`src/rtl/core_fetch_queue_pkg.sv`:
```
// Shared fetch-queue types: exec mode encoding, reset PC and the queue entry layout.
package core_fetch_queue_pkg;

    typedef enum logic [1:0] {
        EXEC_NONE     = 2'd0,
        EXEC_RUN      = 2'd1,
        EXEC_STEP     = 2'd2,
        EXEC_NONE_ALT = 2'd3
    } exec_mode_e;

    localparam logic [7:0] RESET_PC = 8'h10;

    localparam int ENTRY_ADDR_W = 8;
    localparam int ENTRY_DATA_W = 16;

    typedef struct packed {
        logic [ENTRY_ADDR_W-1:0] pc;
        logic [ENTRY_DATA_W-1:0] instr;
    } fetch_entry_t;

endpackage

```
`src/rtl/core_fetch_fifo.sv`:
```
// Multi-enqueue/multi-dequeue circular buffer; writes become visible one cycle later (no bypass).
// Caller never enqueues beyond free space or dequeues beyond count; flush empties in one edge.
module core_fetch_fifo #(
    parameter int W     = 24,
    parameter int DEPTH = 8,
    parameter int N     = 2,
    localparam int CW   = $clog2(N + 1),
    localparam int NW   = $clog2(DEPTH + 1),
    localparam int PW   = (DEPTH > 1) ? $clog2(DEPTH) : 1
) (
    input  logic            clk_i,
    input  logic            rst_i,
    input  logic            flush_i,
    input  logic [CW-1:0]   enq_cnt_i,
    input  logic [N*W-1:0]  enq_dat_i,
    input  logic [CW-1:0]   deq_cnt_i,
    output logic [N*W-1:0]  head_dat_o,
    output logic [NW-1:0]   count_o
);
    localparam int SLOTS = 1 << PW;

    logic [W-1:0]  mem_q [SLOTS];
    logic [PW-1:0] wr_q;
    logic [PW-1:0] rd_q;
    logic [NW-1:0] cnt_q;

    always_ff @(posedge clk_i) begin
        if (rst_i || flush_i) begin
            wr_q  <= '0;
            rd_q  <= '0;
            cnt_q <= '0;
        end else begin
            for (int i = 0; i < N; i++) begin
                if (CW'(i) < enq_cnt_i) begin
                    mem_q[wr_q + PW'(i)] <= enq_dat_i[i*W +: W];
                end
            end
            wr_q  <= wr_q + PW'(enq_cnt_i);
            rd_q  <= rd_q + PW'(deq_cnt_i);
            cnt_q <= cnt_q + NW'(enq_cnt_i) - NW'(deq_cnt_i);
        end
    end

    always_comb begin
        head_dat_o = '0;
        for (int k = 0; k < N; k++) begin
            head_dat_o[k*W +: W] = mem_q[rd_q + PW'(k)];
        end
    end

    assign count_o = cnt_q;

endmodule

```
`src/rtl/core_fetch_queue.sv`:
```
// Instruction fetch queue: issues per-lane reads for a fetch group, enqueues the group atomically.
// Latency: one cycle from final grant to deq_val_o; groups only open when the queue has room.
module core_fetch_queue
    import core_fetch_queue_pkg::*;
#(
    parameter int FETCH_W = 2,
    parameter int DEPTH   = 8,
    parameter int ADDR_W  = 8,
    parameter int DATA_W  = 16,
    parameter logic [ADDR_W-1:0] RESET_PC = ADDR_W'(core_fetch_queue_pkg::RESET_PC),
    localparam int CW     = $clog2(FETCH_W + 1),
    localparam int NW     = $clog2(DEPTH + 1)
) (
    input  logic                      clk_i,
    input  logic                      rst_i,
    input  logic [1:0]                exec_i,
    input  logic                      redir_val_i,
    input  logic [ADDR_W-1:0]         redir_pc_i,
    output logic [FETCH_W-1:0]        mem_val_o,
    output logic [FETCH_W*ADDR_W-1:0] mem_addr_o,
    input  logic [FETCH_W-1:0]        mem_rdy_i,
    input  logic [FETCH_W*DATA_W-1:0] mem_rdata_i,
    output logic [FETCH_W-1:0]        deq_val_o,
    output logic [FETCH_W*ADDR_W-1:0] deq_pc_o,
    output logic [FETCH_W*DATA_W-1:0] deq_instr_o,
    input  logic [CW-1:0]             deq_cnt_i,
    output logic [NW-1:0]             count_o,
    output logic                      empty_o,
    output logic                      full_o,
    output logic                      idle_o,
    output logic [ADDR_W-1:0]         pc_o
);
    localparam int EW = ADDR_W + DATA_W;

    exec_mode_e          exec_mode;
    logic                grp_open_q;
    logic [CW-1:0]       grp_size_q;
    logic [FETCH_W-1:0]  captured_q;
    logic [DATA_W-1:0]   hold_q [FETCH_W];
    logic [ADDR_W-1:0]   pc_q;
    logic [NW-1:0]       count;

    logic                fetch_ok, want_open, open_now, active, complete;
    logic [CW-1:0]       size_req, cur_size, enq_cnt;
    logic [FETCH_W-1:0]  grant, in_grp;
    logic [FETCH_W*EW-1:0] enq_dat, head_dat;

    assign exec_mode = exec_mode_e'(exec_i);

    always_comb begin
        fetch_ok   = !rst_i && !redir_val_i;
        size_req   = (exec_mode == EXEC_RUN) ? CW'(FETCH_W) : CW'(1);
        want_open  = (exec_mode == EXEC_RUN) || (exec_mode == EXEC_STEP);
        open_now   = !grp_open_q && want_open && fetch_ok &&
                     ((NW'(DEPTH) - count) >= NW'(size_req));
        active     = (grp_open_q || open_now) && fetch_ok;
        cur_size   = grp_open_q ? grp_size_q : size_req;
        complete   = active;
        mem_val_o  = '0;
        mem_addr_o = '0;
        grant      = '0;
        in_grp     = '0;
        enq_dat    = '0;
        for (int i = 0; i < FETCH_W; i++) begin
            in_grp[i]    = CW'(i) < cur_size;
            mem_val_o[i] = active && in_grp[i] && !captured_q[i];
            grant[i]     = mem_val_o[i] && mem_rdy_i[i];
            // A lane still owed data holds the whole group back.
            if (in_grp[i] && !(captured_q[i] || grant[i])) begin
                complete = 1'b0;
            end
            mem_addr_o[i*ADDR_W +: ADDR_W] = pc_q + ADDR_W'(i);
            enq_dat[i*EW +: EW] = {pc_q + ADDR_W'(i),
                                   grant[i] ? mem_rdata_i[i*DATA_W +: DATA_W] : hold_q[i]};
        end
        enq_cnt = complete ? cur_size : '0;
    end

    always_ff @(posedge clk_i) begin
        if (rst_i) begin
            grp_open_q <= 1'b0;
            grp_size_q <= '0;
            captured_q <= '0;
            pc_q       <= RESET_PC;
            for (int i = 0; i < FETCH_W; i++) hold_q[i] <= '0;
        end else if (redir_val_i) begin
            grp_open_q <= 1'b0;
            captured_q <= '0;
            pc_q       <= redir_pc_i;
            for (int i = 0; i < FETCH_W; i++) hold_q[i] <= '0;
        end else if (complete) begin
            grp_open_q <= 1'b0;
            captured_q <= '0;
            pc_q       <= pc_q + ADDR_W'(cur_size);
        end else if (active) begin
            grp_open_q <= 1'b1;
            grp_size_q <= cur_size;
            captured_q <= captured_q | grant;
            for (int i = 0; i < FETCH_W; i++) begin
                if (grant[i]) hold_q[i] <= mem_rdata_i[i*DATA_W +: DATA_W];
            end
        end
    end

    core_fetch_fifo #(
        .W     (EW),
        .DEPTH (DEPTH),
        .N     (FETCH_W)
    ) u_fifo (
        .clk_i      (clk_i),
        .rst_i      (rst_i),
        .flush_i    (redir_val_i),
        .enq_cnt_i  (enq_cnt),
        .enq_dat_i  (enq_dat),
        .deq_cnt_i  (deq_cnt_i),
        .head_dat_o (head_dat),
        .count_o    (count)
    );

    always_comb begin
        deq_val_o   = '0;
        deq_pc_o    = '0;
        deq_instr_o = '0;
        for (int k = 0; k < FETCH_W; k++) begin
            deq_val_o[k]                    = count > NW'(k);
            deq_pc_o[k*ADDR_W +: ADDR_W]    = head_dat[k*EW + DATA_W +: ADDR_W];
            deq_instr_o[k*DATA_W +: DATA_W] = head_dat[k*EW +: DATA_W];
        end
    end

    assign count_o = count;
    assign empty_o = (count == '0);
    assign full_o  = (count == NW'(DEPTH));
    assign idle_o  = !grp_open_q;
    assign pc_o    = pc_q;

    a_deq_le_count: assert property (@(posedge clk_i) disable iff (rst_i || redir_val_i)
                                     NW'(deq_cnt_i) <= count);

endmodule

```
`config.mk`:
```
export PLATFORM = sky130hd
export DESIGN_NAME = core_fetch_queue
export DESIGN_NICKNAME = d
export VERILOG_FILES = /design/src/rtl/core_fetch_queue_pkg.sv /design/src/rtl/core_fetch_fifo.sv /design/src/rtl/core_fetch_queue.sv
export SDC_FILE = /design/constraint.sdc
export NUM_CORES = 1
export LEC_CHECK = 0
export ABC_AREA = 1
export BUFFER_PORTS_ARGS = -buffer_cell sky130_fd_sc_hd__clkbuf_2
export CAP_MARGIN = 20
export CELL_PAD_IN_SITES_DETAIL_PLACEMENT = 1
export CELL_PAD_IN_SITES_GLOBAL_PLACEMENT = 2
export CORE_MARGIN = 8
export CORE_UTILIZATION = 39
export CTS_CLUSTER_SIZE = 16
export DETAILED_ROUTE_END_ITERATION = 10
export GPL_TIMING_DRIVEN = 1
export PLACE_DENSITY_LB_ADDON = 0.1
export SYNTH_ARGS = -nofsm -noshare
export SYNTH_HDL_FRONTEND = slang
export SYNTH_SLANG_ARGS = --single-unit
```
`constraint.sdc`:
```
create_clock -name clk_i -period 8.88 [get_ports clk_i]
set_clock_uncertainty 0.05 [all_clocks]
set_input_delay 1.332 -clock clk_i [delete_from_list [all_inputs] [get_ports clk_i]]
set_output_delay 1.332 -clock clk_i [all_outputs]
set_load 0.01 [all_outputs]
```
==> key figures, run 1 <==
Power and ir drop
  • Leakage power: 0.00760 µW
  • Overall power: 2930 µW
  • VDD IR-drop max: 131 µV
  • Pwr per Cell Area: 169 nW/µm²

STA
  • Minimum clock period after layout: between 5 and 6 ns
  • Endpoints failing hold: 0
  • Period Utilization, post-route: between 60% and 70%
  • Final setup vio count: 0
  • RSZ-0062 raised after global routing: no
  • Setup ws final: 3.21 ns
  • Max frequency: 0.176 GHz
  • Least-Margin Pin Slew: 1.22 ns
  • Worst slew margin: 18.4%
  • Max-slew violation count: 0
  • Setup total negative slack: 0 ns

Clocking
  • Post-CTS Setup Inserts: 0
  • CTS sink cnt: 247
  • Clk root buf: clkbuf_16
  • Clk slew on worst S/H paths: 0.06 ns
  • CTS tree: done
  • H-tree depth: 1
  • Hold Buf Count CTS: 0
  • Clock Tree Buf Depth: 3
  • Post-CTS Resized: 0
  • Total CTS buffers: 29
  • Worst skew pair latency: 0.56 ns

Synthesis
  • Count of cell types in the netlist: 37
  • Largest area contributor in the netlist: edfxtp_1
  • Number of flops mapped to enable cells by yosys: about 220
  • Most frequent cell after synthesis: nand2_1
  • Yosys top cell area share: roughly 43%
  • Yosys reg bits: around 250
  • Post-Syn Instances: 2016
  • Post-synth top flop: edfxtp_1
  • Register area share after synthesis: 46.3%
  • Most frequent cells after synthesis: nand2_1 (568), edfxtp_1 (224), nand3_1 (211)
  • Mapped Area: approximately 16000 µm²
  • Syn nets: 2089
  • Syn Area/Cell: approximately 7.7 µm²
  • Async S/R FF share, synth: 0%
  • Synthesis Warnings: 0
  • Synth top area cells: edfxtp_1 (43%), nand2_1 (14%), nand3_1 (6.8%)

GRT
  • First-pass GRT wire length: 88.8 mm
  • Initial antenna violation count: 1
  • GRT overflow: 0
  • Vias in the first global route: around 15000
  • Largest net degree at the start of global routing: 107
  • GRT Resource Usage Total: 24.1%

Critical path
  • FF-to-FF path depth: 13
  • WP data required: 9.08 ns
  • CP Launch Type: primary input
  • CP Capture Type: flip-flop
  • Worst R2R Start: u_fifo.count_o[0]
  • Worst Path Arrival: 5.87 ns
  • R2R Setup Slk: 3.56 ns
  • WS Path Type: in -> reg
  • Crit Path Max Fanout: 40
  • R2r endpoint: u_fifo.mem_q[7][4]
  • Critical Path Source: exec_i[1]

Route
  • Vias: 14500
  • WL final: 57.7 mm
  • Pre-antenna DRT Iters: 5
  • Number of remaining DRC errors: 0
  • DR vias/cell: 5.58
  • Initial DRC count: 1283
  • Antenna Nets Post-Route: 0
  • Wire per inst: 22.2 µm

Min path
  • Hold Path End: grp_size_q[0]
  • Hold path depth: 2
  • Hold path startpoint: grp_size_q[0]
  • HP Class: reg -> reg

Final layout
  • Fin nets: 2125
  • Layout fillers: 4844
  • Sequential Area: 7190 µm²
  • Share of layout cells above drive strength 1: 13.3%
  • N_diodes: 0
  • Multi-input gate area: roughly 7000 µm²
  • P&R area growth vs syn: 11.9%

Floorplan
  • Die Wd: 216 µm
  • Starting density of the core: 39.3%
  • DIE AREA: 46500 µm²
  • Site row count: 73
  • Core Box Area: 39500 µm²
  • I/O pin cnt: 132
  • DIE HEIGHT: 216 µm

Placed design
  • Detailed Place HPWL: around 40 mm
  • Setup WS pre-CTS: 2.68 ns
  • IO Port Bufs: 131
  • Final Wtd Congestion: 0.826

Job
  • Max cap viols: 0

Outcome
  • Status: finished, final reports clean
[sequential cells by signal, indices dropped and copies added (netlist names)]
| name | count |
|---|---|
| u_fifo.mem_q | 192 |
| u_fifo.wr_q | 3 |
| u_fifo.rd_q | 3 |
| hold_q | 32 |
| grp_size_q | 2 |
| pc_o | 8 |
| captured_q | 2 |
| u_fifo.count_o | 4 |
| grp_open_q | 1 |
[how the worst max path moves through the flow]
stage	cells after the start	slack, ns	to
2_1_floorplan	15	4.28	hold_q[0][0]
3_3_place_gp	16	2.70	u_fifo.mem_q[7][9]
3_5_place_dp	15	2.68	u_fifo.mem_q[7][10]
4_1_cts	15	3.26	u_fifo.mem_q[7][1]
5_1_grt	16	2.82	u_fifo.mem_q[7][1]
6_report	16	3.21	u_fifo.mem_q[7][4]
[critical path: stages]
cell and delay [ns]:
clkbuf_2 0.08, inv_1 0.05, ha_1 0.18, inv_1 0.07, ha_1 0.27, inv_1 0.03, a21boi_0 0.14, nor2_1 0.07
nand2_1 0.07, nand2_1 0.06, nand2_1 0.15, o2111ai_4 0.32, nor2_4 0.94, nand2_1 0.97, nand2_1 0.74, buf_4 0.38
[power by group]
group | total [µW] | leakage (µW) | internal [µW] | switching, µW
combinational | 427 | 0.00486 | 132 | 295
sequential | 1310 | 0.00228 | 1280 | 23.4
clock | 1200 | 0.000462 | 693 | 505
total | 2930 | 0.00760 | 2110 | 823
[metal layers]
metal	global-route usage, %	up-vias	wire length (µm)
met3	3.31	77	3380
met4	5.90	2	1220
met1	35.2	7131	27400
met2	37.1	451	25600
li1	-	6838	-
met5	0	-	20
[metrics by stage]
step	utilization, %	std cells	cell area (µm²)	hold WS [ns]
2_1_floorplan	-	2016	15500	0.389
3_3_place_gp	41.2	2538	16300	0.413
3_5_place_dp	41.3	2540	16300	0.434
4_1_cts	43.7	2594	17300	0.450
5_1_grt	44.0	2600	17400	0.498
6_report	44.0	2600	17400	0.453
[area by class of cell]
class / count / share of cell area, %
Clock inverter: 17 / 0.885
Sequential cell: 247 / 41.4
Tap cell: 525 / 3.78
Inverter: 155 / 3.35
Clock buffer: 37 / 4.58
Multi-Input combinational cell: 1453 / 40.2
Timing Repair Buffer: 166 / 5.82
[cell usage in the layout (no fill, tap or decap), drive strengths merged]
cell,synthesis,routed
a211oi,1,1
a21boi,1,1
a21oi,129,129
a22oi,1,1
a31oi,48,48
buf,73,35
bufinv,0,2
clkbuf,88,168
clkinv,2,12
clkinvlp,0,3
dfxtp,23,23
edfxtp,224,224
fa,4,4
ha,20,20
inv,153,155
nand2,587,587
nand3,212,212
nand4,2,2
nor2,170,170
nor3,10,10
o2111ai,1,1
o211ai,32,32
o21ai,219,219
xnor2,5,5
xor2,11,11
[kinds of logic (layout without fill, tap and decap cells)]
| group | Yosys count | after routing | share of synthesized area [%] |
|---|---|---|---|
| flops | 247 | 247 | 46.3 |
| fa+ha+maj | 24 | 24 | 2.13 |
| buf+inv | 316 | 375 | 8.99 |
| simple gates | 981 | 981 | 26.3 |
| compound gates | 432 | 432 | 15.4 |
| xor+xnor | 16 | 16 | 0.902 |
Note: power is estimated with default switching activity, not from simulation.
==> run 2, diff against run 1 <==
- CORE_UTILIZATION: 39 -> 36
- clock period: 8.88 -> 5.85 ns (I/O delays scaled with it)
==> run 2 against run 1 <==
Total power is 54% higher; count of clock-buffer cells in the layout fell by 1; die area up 7.7%; utilization down 3.2 points; highest routed layer is now met4; worst hold slack worse by 0.023 ns; first-iteration DRC count shrank 11%; final cell count increased by 1.3%; register-to-register slack got worse by 1.7 ns; sequential share of layout area is 0.17 points lower; routed wire length grew 2.3%.
==> key figures, run 2 (synthesis gave the netlist of run 1 again) <==
Outcome
  • Status: finished, final reports clean

Floorplan
  • I/O pin cnt: 132
  • Core Box Area: 42800 µm²
  • DIE AREA: 50000 µm²
  • Die Wd: about 220 µm
  • Site row count: 76
  • DIE HEIGHT: 224 µm
  • Starting density of the core: 36.3%

Clocking
  • H-tree depth: 1
  • Clk root buf: clkbuf_16
  • Hold Buf Count CTS: 0
  • Worst skew pair latency: 0.57 ns
  • Post-CTS Resized: 0
  • Total CTS buffers: 30
  • Post-CTS Setup Inserts: 0
  • Clock Tree Buf Depth: 3
  • CTS tree: done
  • CTS sink cnt: 247
  • Clk slew on worst S/H paths: roughly 0.060 ns

Route
  • Number of remaining DRC errors: 0
  • Initial DRC count: 1140
  • DR vias/cell: 5.49
  • Antenna Nets Post-Route: 0
  • Vias: 14500
  • Pre-antenna DRT Iters: 5
  • Wire per inst: 22.4 µm
  • WL final: roughly 59 mm

Critical path
  • Slowest cell on crit path: clkinv_2
  • WS Path Type: reg -> out
  • Crit Path Max Fanout: 58
  • CP cell instances: clkinv_2, buf_4, nor2_1, o21ai_0, a21oi_1, a31oi_1, clkbuf_2
  • CP Capture Type: output pin
  • WP data required: around 4.9 ns
  • Worst Path Arrival: ~3.5 ns
  • CP Launch Type: flip-flop
  • CP peak stage delay: around 0.8 ns

GRT
  • Largest net degree at the start of global routing: 106
  • GRT Resource Usage Total: 23.2%
  • GRT overflow: 0
  • First-pass GRT wire length: ~91 mm
  • Vias in the first global route: ~15000
  • Initial antenna violation count: 0

STA
  • Setup total negative slack: 0 ns
  • Setup ws final: 1.40 ns
  • RSZ-0062 raised after global routing: no
  • Minimum clock period after layout: between 4 and 5 ns
  • Period Utilization, post-route: approximately three quarters
  • Endpoints failing hold: 0
  • Max-slew violation count: 0
  • Final setup vio count: 0
  • Least-Margin Pin Slew: 1.20 ns
  • Worst slew margin: 19.7%
  • Max frequency: 0.225 GHz

Final layout
  • Commonest cells after routing, fill and taps aside: nand2_1 (568), edfxtp_1 (224), nand3_1 (211)
  • Fin nets: 2137
  • Commonest non-fill, non-tap cell in the layout: nand2_1
  • Share of layout cells above drive strength 1: 13.6%
  • Finished Cell Area: 17500 µm²
  • P&R area growth vs syn: 12.4%
  • N_diodes: 0
  • Largest reg by FF count: u_fifo.mem_q
  • Final Util: 40.8%
  • Number of flip-flops in the largest register: 192

Power and ir drop
  • VDD IR-drop max: 227 µV
  • Pwr per Cell Area: 259 nW/µm²
  • Leakage power: 0.00764 µW
  • Overall power: 4520 µW

Placed design
  • IO Port Bufs: around 130
  • Post-DP Area: ~16000 µm²
  • Final Wtd Congestion: 0.789
  • Detailed Place HPWL: ~40 mm
  • Setup WS pre-CTS: 1.43 ns

Job
  • Max cap viols: 0

Min path
  • HP Class: reg -> reg
[run 2: cell types whose count changed in the layout (fill, tap and decap cells not counted), sizes merged]
cell	before	now
buf	35	46
clkinv	12	18
inv	155	152
bufinv	2	3
clkbuf	168	167
clkinvlp	3	2
[run 2: power breakdown]
| group | switching, µW | total (µW) | internal (µW) |
|---|---|---|---|
| clock | 789 | 1880 | 1090 |
| sequential | 31.2 | 1980 | 1950 |
| combinational | 454 | 658 | 204 |
| total | 1270 | 4520 | 3240 |
[run 2: stage by stage]
step,cells,hold WS [ns]
2_1_floorplan,2016,0.389
3_3_place_gp,2575,0.411
3_5_place_dp,2576,0.418
4_1_cts,2632,0.434
5_1_grt,2634,0.465
6_report,2634,0.430
[run 2: cell type report]
| class | count | area (µm²) |
|---|---|---|
| repair buffers | 177 | 1040 |
| clock buffers | 36 | 795 |
| well taps | 546 | 683 |
| inverters | 155 | 583 |
| fillers | 5231 | 25300 |
| multi-input cells | 1453 | 6990 |
| clock inverters | 20 | 169 |
| flip-flops and latches | 247 | 7190 |
[run 2: worst paths after layout]
check                         start             endpoint  slack (ns)  cells after the start
setup / recovery     u_fifo.rd_q[0]      deq_instr_o[12]        1.40                      7
hold / removal        grp_size_q[0]        grp_size_q[0]        0.43                      2
setup reg to reg  u_fifo.count_o[0]  u_fifo.mem_q[6][11]        1.89                     14
hold reg to reg       grp_size_q[0]        grp_size_q[0]        0.43                      2
[run 2: routing by layer]
| metal | up-vias | GRT usage, % | wire (µm) |
|---|---|---|---|
| li1 | 6855 | - | - |
| met1 | 7106 | 33.6 | 27400 |
| met2 | 431 | 36.1 | 26400 |
| met3 | 63 | 3.48 | 4000 |
| met4 | 0 | 5.10 | 1170 |
| met5 | - | 0 | 0 |
[run 2: critical path: cells and delay by family (launching register included)]
| family | cells | cell delay [ns] |
|---|---|---|
| buffers and inverters | 3 | 1.51 |
| flip-flops | 1 | 0.65 |
| AO/OA/AOI/OAI | 3 | 0.63 |
| AND/OR/NAND/NOR | 1 | 0.10 |
